### src/rtl/rx_clk_div_reset.sv
// RX clock-divider reset sequencer: GTXTEST[1] double pulse after lock, then CDR and buffer resets.
// Optional macro RX_BUF_RST_EN keeps the RXBUFRESET stage; without it CDR_RST goes straight to DONE.
module rx_clk_div_reset #(
  parameter int unsigned LOCK_WAIT   = 1024,
  parameter int unsigned PULSE_LEN   = 256,
  parameter int unsigned GAP_LEN     = 256,
  parameter int unsigned CDR_RST_LEN = 16,
  parameter int unsigned BUF_RST_LEN = 16
) (
  input  logic CLK,
  input  logic RST_N,
  input  logic PLLLKDET,
  input  logic RX_RATE,
  input  logic ENA,
  output logic GTXTEST_BIT1,
  output logic RXCDRRESET,
  output logic RXBUFRESET,
  output logic RX_DIV_DONE
);

  localparam logic [2:0] S_IDLE      = 3'd0;
  localparam logic [2:0] S_LOCK_WAIT = 3'd1;
  localparam logic [2:0] S_PULSE1    = 3'd2;
  localparam logic [2:0] S_GAP       = 3'd3;
  localparam logic [2:0] S_PULSE2    = 3'd4;
  localparam logic [2:0] S_CDR_RST   = 3'd5;
  localparam logic [2:0] S_BUF_RST   = 3'd6;
  localparam logic [2:0] S_DONE      = 3'd7;

`ifdef RX_BUF_RST_EN
  localparam logic [2:0] S_AFTER_CDR = S_BUF_RST;
`else
  localparam logic [2:0] S_AFTER_CDR = S_DONE;
`endif

  logic [2:0]  state;
  logic [2:0]  state_nxt;
  logic [11:0] cnt;
  logic [11:0] state_len;
  logic        last_cycle;
  logic        rate_q;
  logic        abort;

  // Length of the current timed state; untimed states never reach their limit.
  always_comb begin
    state_len = 12'hFFF;
    case (state)
      S_LOCK_WAIT: state_len = 12'(LOCK_WAIT);
      S_PULSE1:    state_len = 12'(PULSE_LEN);
      S_GAP:       state_len = 12'(GAP_LEN);
      S_PULSE2:    state_len = 12'(PULSE_LEN);
      S_CDR_RST:   state_len = 12'(CDR_RST_LEN);
      S_BUF_RST:   state_len = 12'(BUF_RST_LEN);
      default:     state_len = 12'hFFF;
    endcase
  end

  assign last_cycle = (cnt == (state_len - 12'd1));

  // Any abort (enable, lock, or rate change) wins over a timed exit.
  assign abort = (state != S_IDLE) && (!ENA || !PLLLKDET || (RX_RATE != rate_q));

  always_comb begin
    state_nxt = state;
    if (abort) begin
      state_nxt = S_IDLE;
    end else begin
      case (state)
        S_IDLE:      if (ENA && PLLLKDET) state_nxt = S_LOCK_WAIT;
        S_LOCK_WAIT: if (last_cycle) state_nxt = rate_q ? S_PULSE1 : S_CDR_RST;
        S_PULSE1:    if (last_cycle) state_nxt = S_GAP;
        S_GAP:       if (last_cycle) state_nxt = S_PULSE2;
        S_PULSE2:    if (last_cycle) state_nxt = S_CDR_RST;
        S_CDR_RST:   if (last_cycle) state_nxt = S_AFTER_CDR;
        S_BUF_RST:   if (last_cycle) state_nxt = S_DONE;
        S_DONE:      state_nxt = S_DONE;
        default:     state_nxt = S_IDLE;
      endcase
    end
  end

  // Outputs are decoded from the next state so they line up with state occupancy.
  always_ff @(posedge CLK) begin
    if (!RST_N) begin
      state        <= S_IDLE;
      cnt          <= '0;
      rate_q       <= 1'b0;
      GTXTEST_BIT1 <= 1'b0;
      RXCDRRESET   <= 1'b0;
      RX_DIV_DONE  <= 1'b0;
    end else begin
      state        <= state_nxt;
      cnt          <= (state_nxt != state) ? 12'd0 : cnt + 12'd1;
      if (state == S_IDLE && state_nxt == S_LOCK_WAIT) rate_q <= RX_RATE;
      GTXTEST_BIT1 <= (state_nxt == S_PULSE1) || (state_nxt == S_PULSE2);
      RXCDRRESET   <= (state_nxt == S_CDR_RST);
      RX_DIV_DONE  <= (state_nxt == S_DONE);
    end
  end

`ifdef RX_BUF_RST_EN
  always_ff @(posedge CLK) begin
    if (!RST_N) RXBUFRESET <= 1'b0;
    else        RXBUFRESET <= (state_nxt == S_BUF_RST);
  end
`else
  assign RXBUFRESET = 1'b0;
`endif

endmodule

### config.mk
export PLATFORM = sky130hd
export DESIGN_NAME = rx_clk_div_reset
export DESIGN_NICKNAME = d
export VERILOG_FILES = /design/src/rtl/rx_clk_div_reset.sv
export SDC_FILE = /design/constraint.sdc
export NUM_CORES = 1
export LEC_CHECK = 0
export ABC_CLOCK_PERIOD_IN_PS = 2400
export BUFFER_PORTS_ARGS = -buffer_cell sky130_fd_sc_hd__buf_2
export CORE_UTILIZATION = 42
export DETAILED_ROUTE_END_ITERATION = 7
export SLEW_MARGIN = 20
export SYNTH_ARGS = -nofsm -noshare
export SYNTH_HDL_FRONTEND = slang
export SYNTH_SLANG_ARGS = --single-unit
export TNS_END_PERCENT = 10
### constraint.sdc
create_clock -name CLK -period 2.4 [get_ports CLK]
set_input_delay 0.72 -clock CLK [delete_from_list [all_inputs] [get_ports CLK]]
set_output_delay 0.72 -clock CLK [all_outputs]
set_load 0.02 [all_outputs]
-- Yosys cells after proc, flatten, opt, wreduce, memory -nomap -nowiden
Index checks and enable logic that the tools add are counted.
- eq/ne operators: 15
- reductions and logical operators: 13
- muxes and demuxes: 10
- add/sub/neg operators: 2
- bitwise logic cells: 1
- operator list (kind ; number):
    $pmux 12 s3 ; 1
    $mux 3 ; 8
    $eq 3x3->1 const B ; 7
    $pmux 3 s7 ; 1
    $add 12x1->12 const B ; 1
    $eq 12x12->1 ; 1
    $sub 12x1->12 const B ; 1
    $eq 3x2->1 const B ; 3
    $eq 3x1->1 const B ; 2
    $reduce_or 2->1 ; 2
    $logic_and 1x1->1 ; 3
    $logic_not 3->1 ; 1
    $logic_or 1x1->1 ; 3
    $ne 3x3->1 ; 1
    $reduce_bool 3->1 ; 1
    $reduce_or 3->1 ; 1
    $logic_not 1->1 ; 2
    $ne 1x1->1 ; 1
    $not 1->1 ; 1
- register bits after elaboration: 19
- logic and storage cells: 47

-- Longest topological paths before layout
- depth after elaboration: 10
- mapped depth: 7
- depth with buffers taken out: 6

-- Least setup slack after synthesis
No wires, ideal clock.
- kind: input to register
- start: input port RX_RATE
- end: register RX_DIV_DONE
- data arrival time: 2.096 ns
- library setup time: 0.088 ns
- setup slack: 0.216 ns
- buffers on the path: 0
- stages: 5
- path through: xnor2_1 > nor2b_1 > a21boi_0 > or4b_4 > a311oi_2
- cells in the longest elaborated chain, start to end: 5
- RTL lines (element ; line ; source):
    start: declaration ; 13 ; input logic RX_RATE,
    $ne 1x1->1 ; 61 ; assign abort = (state != S_IDLE) && (!ENA || !PLLLKDET || (RX_RATE != rate_q));
    $logic_or 1x1->1 ; 61 ;
    $logic_and 1x1->1 ; 61 ;
    $mux 3 ; 65 ; if (abort) begin
    $eq 3x3->1 ; 97 ; RX_DIV_DONE <= (state_nxt == S_DONE);
    end signal: assignment ; 97 ;
    end: declaration ; 18 ; output logic RX_DIV_DONE
No other way between the ends.
A chain may end at the register's enable or synchronous reset.

-- Worst setup path in the final report
- start: register cnt[5]
- end: register RX_DIV_DONE
- cells in the longest elaborated chain, start to end: 5
- elaborated cells between the ends (all ways): 9
- those cells by class: 2 x eq/ne; 7 x mux
- RTL lines (element ; line ; source):
    start: declaration ; 38 ; logic [11:0] cnt;
    start signal: assignment ; 93 ; cnt <= (state_nxt != state) ? 12'd0 : cnt + 12'd1;
    $eq 12x12->1 * ; 58 ; assign last_cycle = (cnt == (state_len - 12'd1));
    $mux 3 (on tied branches) ; n/a ;
    $pmux 3 s7 * ; 68 ; case (state)
    $mux 3 * ; 65 ;
    $eq 3x3->1 * ; 97 ;
Mark *: on every way between the ends. The rest lies on a longest branch, timed or not.

==> metrics.md <==
| Metric | Value |
|---|---|
| Vias per cell | `5.86` |
| Post-Syn Area | `1100 µm²` |
| Cells traversed along the worst timing path | `or4_1 -> a31o_1 -> a21o_4 -> or4b_4 -> a311oi_2` |
| Syn Nets | `about 140` |
| Post-synthesis compound-gate area fraction | `24.6%` |
| Register area share after synthesis | `34.4%` |
| Post-Layout Cell Count | `~170` |
| Layout cells sized above 1 | `14.4%` |
| Slowest CP cell | `or4b_4` |
| Nets@finish | `146` |
| Worst Skew | `roughly 0.0052 ns` |
| Antenna violations before repair | `0` |
| Sw frac | `24.1%` |
| Die Span Y | `53.3 µm` |
| Synth Flop Type | `dfxtp_1` |
| DR vias | `slightly below 1000` |
| Largest cells by area after synthesis | `dfxtp_1 (34%), xor2_1 (5.5%), nor2_1 (4.1%)` |
| Fin crit share | `93.4%` |
| GRT overflow | `0` |
| Comb power frac | `7.6%` |
| IO Port Bufs | `7` |
| Reg-to-reg critical path startpoint | `cnt[5]` |
| Reg area | `380 µm²` |
| DRT Pass-1 Iters | `4` |
| Cell family with most CP delay | `simple AND/OR/NAND/NOR gates` |
| Post-synth EDFFs | `0` |
| RSZ-0062 raised after global routing | `no` |
| Hold Buf Count CTS | `0` |
| Stages on the worst setup path | `5` |
| Max Cap Viol | `0` |
| Post-layout minimum cycle time | `2.24 ns` |
| # setup viols final | `0` |
| Pwr/cell area | `438 nW/µm²` |
| Worst Hold Class | `flip-flop to flip-flop` |
| Fin. Hold Viols | `0` |
| Int Pwr | `~400 µW` |
| Crit path capture type | `flip-flop` |
| Pwr Total | `529 µW` |
| Asr flop ratio synth | `0%` |
| Slew headroom | `53.2%` |
| Post-cts gate resize count | `0` |
| Setup slack after layout | `0.159 ns` |
| Area grow syn2layout | `9.29%` |
| CTS Buf Count | `3` |
| Pins Over Slew Limit | `0` |
| Initial Utilization | `44.6%` |
| Core ar. | `2480 µm²` |
| Reg2reg end | `RX_DIV_DONE` |
| Clk pwr share | `30.4%` |
| Seq cells post-synth | `19` |
| Area leader, netlist | `dfxtp_1` |
| RePlAce Congestion | `0.827` |
| Iter 0 DRT Violations | `13` |
| Hold Path Sink | `cnt[0]` |
| Wirelength, routed | `2.38 mm` |
| Largest family of logic cells by synthesized area | `simple AND/OR/NAND/NOR gates` |
| Adder and majority gate portion of the synthesized area | `under 10%` |
| Setup Fix Bufs, Post-CTS | `0` |
| Data arrival, critical path | `2.46 ns` |
| Clock Pin Slew Worst Setup and Hold Paths | `about 0.11 ns` |
| Ports | `9` |
| Leak Pwr | `0.412 nW` |
| Distinct cell type count after synthesis | `45` |
| Area of the multi-input gates | `about 680 µm²` |
| Clock buffer depth | `2` |
| Synthesized area per cell | `8.50 µm²` |
| Syn. warnings | `0` |
| Fillcell total | `252` |
| Number of global-route vias before repair | `approximately 930` |
| HP Start | `cnt[0]` |
| # rows | `18` |
| Reg2reg setup slack | `around 0.16 ns` |
| Portion of synthesized cell area occupied by the leading cell type | `34.4%` |
| Dpl cells | `about 170` |
| Clk_lat worst skew | `0.30 ns` |
| DP HPWL | `1.77 mm` |
| Mux share of post-synthesis cell area | `0%` |
| Place WS | `-0.000203 ns` |
| Final ANT Viol Nets | `0` |
| Synth Area in XOR/XNOR | `9.51%` |
| Tightest Pin Transition | `about 0.68 ns` |
| Largest net degree at the start of global routing | `14` |
| R2R depth | `5` |
| Worst IR Drop VDD | `0.303 mV` |
| Bufs and invs on worst path | `0` |
| Drt drc | `0` |
| First-pass GRT wire length | `between 4 and 5 mm` |
| Die Area | `roughly 2800 µm²` |
| Chip width | `53.3 µm` |
| Setup crit start kind | `flip-flop` |
| Root buffer cell | `clkbuf_4` |
| Sink Count | `19` |
| Synth Instances | `between 100 and 150` |
| Worst Path Required | `2.62 ns` |
| Crit-path max FO | `7` |
| Status | `completed` |
| Avg WL per Cell | `14.1 µm` |
| Tot GR Track Use | `approximately 20%` |
| Sequential power share | `between 60% and 70%` |
| Antenna cells | `0` |
| CTS tree | `built` |
| CTS HTree Levels | `1` |
| CP max stage delay | `0.55 ns` |
| Crit path kind | `flip-flop to flip-flop` |
| Post-synthesis simple-gate area fraction | `26.3%` |
| Hold depth | `1` |
| Psw | `127 µW` |
| FMAX | `~450 MHz` |
-- placed cells by master, fill, tap and decap left out, types with 2 or more instances in the layout --
master / Yosys / layout
dfxtp_1: 19 / 19
nor2_1: 12 / 12
nand3_1: 7 / 7
xor2_1: 7 / 7
nand2_1: 7 / 7
buf_2: 0 / 7
nor3_1: 6 / 6
xnor2_1: 5 / 5
inv_1: 4 / 4
nor3b_1: 4 / 4
nand4_1: 4 / 4
o21ai_0: 4 / 4
buf_4: 1 / 4
nand3b_1: 3 / 3
a21o_1: 3 / 3
a21oi_1: 3 / 3
o31ai_1: 3 / 3
nor2b_1: 3 / 3
clkbuf_4: 0 / 3
o21ai_1: 2 / 2
a31o_2: 2 / 2
a21boi_0: 2 / 2
-- state kept, by name, summed over array words and instances (netlist names) --
register and flops:
rate_q 1, GTXTEST_BIT1 1, cnt 12, state 3, RXCDRRESET 1, RX_DIV_DONE 1
-- stage by stage --
step	TNS (ns)	instance area (µm²)	utilization, %	hold WS [ns]
detailed placement	-0.000203	1180	47.7	0.490
global route	0	1210	48.7	0.560
floorplan	0	1100	-	0.440
CTS	0	1210	48.7	0.516
global placement	0	1180	47.7	0.477
finish	0	1210	48.7	0.521
-- cell type report --
class                           count  share of cell area, %
Clock buffer                        4                   2.18
Inverter                            4                   1.24
Multi-Input combinational cell    101                   56.6
Sequential cell                    19                   31.5
Tap cell                           30                   3.11
Timing Repair Buffer               11                   5.39
-- worst register-to-register path: stages, from the launching register on --
cell and delay, ns:
dfxtp_1 0.36, or4_1 0.52, a31o_1 0.27, a21o_4 0.23
or4b_4 0.55, a311oi_2 0.24
-- synthesized netlist by cell type (4+ instances only) --
| master | instances |
|---|---|
| xnor2_1 | 5 |
| nor2_1 | 12 |
| nand3_1 | 7 |
| nand2_1 | 7 |
| o21ai_0 | 4 |
| nor3_1 | 6 |
| xor2_1 | 7 |
| dfxtp_1 | 19 |
| inv_1 | 4 |
| nor3b_1 | 4 |
| nand4_1 | 4 |
| clkbuf_1 | 5 |
-- worst max path at each step --
stage / startpoint / slack [ns] / to
after floorplan: RX_RATE / 0.22 / RX_DIV_DONE
after global placement: RX_RATE / 0.1 / RX_DIV_DONE
after detailed placement: RX_RATE / -0.0002 / RX_DIV_DONE
after CTS: cnt[5] / 0.15 / RX_DIV_DONE
after global routing: state[2] / 0.06 / RX_DIV_DONE
final: cnt[5] / 0.16 / RX_DIV_DONE
-- layer usage --
metal	wire (µm)	part of all wire [%]	track usage (%)	vias up
li1	-	-	-	500
met3	86	3.6	3.16	6
met2	1140	48	33.5	26
met1	1100	46	24.0	459
met5	0	0	0	-
met4	55	2.3	11.0	0
-- power groups by stage --
stage               registers [mW]  logic (mW)  clock network, mW
floorplan                    0.332      0.0318                  0
CTS                          0.328      0.0404              0.168
global route                 0.330      0.0455              0.175
detailed placement           0.336      0.0403                  0
global placement             0.335      0.0396                  0
finish                       0.329      0.0401              0.161
-- kinds of logic after synthesis --
family	after synthesis
other	1
buffers and inverters	10
XOR/XNOR	12
AO/OA/AOI/OAI	34
AND/OR/NAND/NOR	53
adder cells (fa/ha/maj)	1
flip-flops	19
Power figures use the tool's default switching activity.
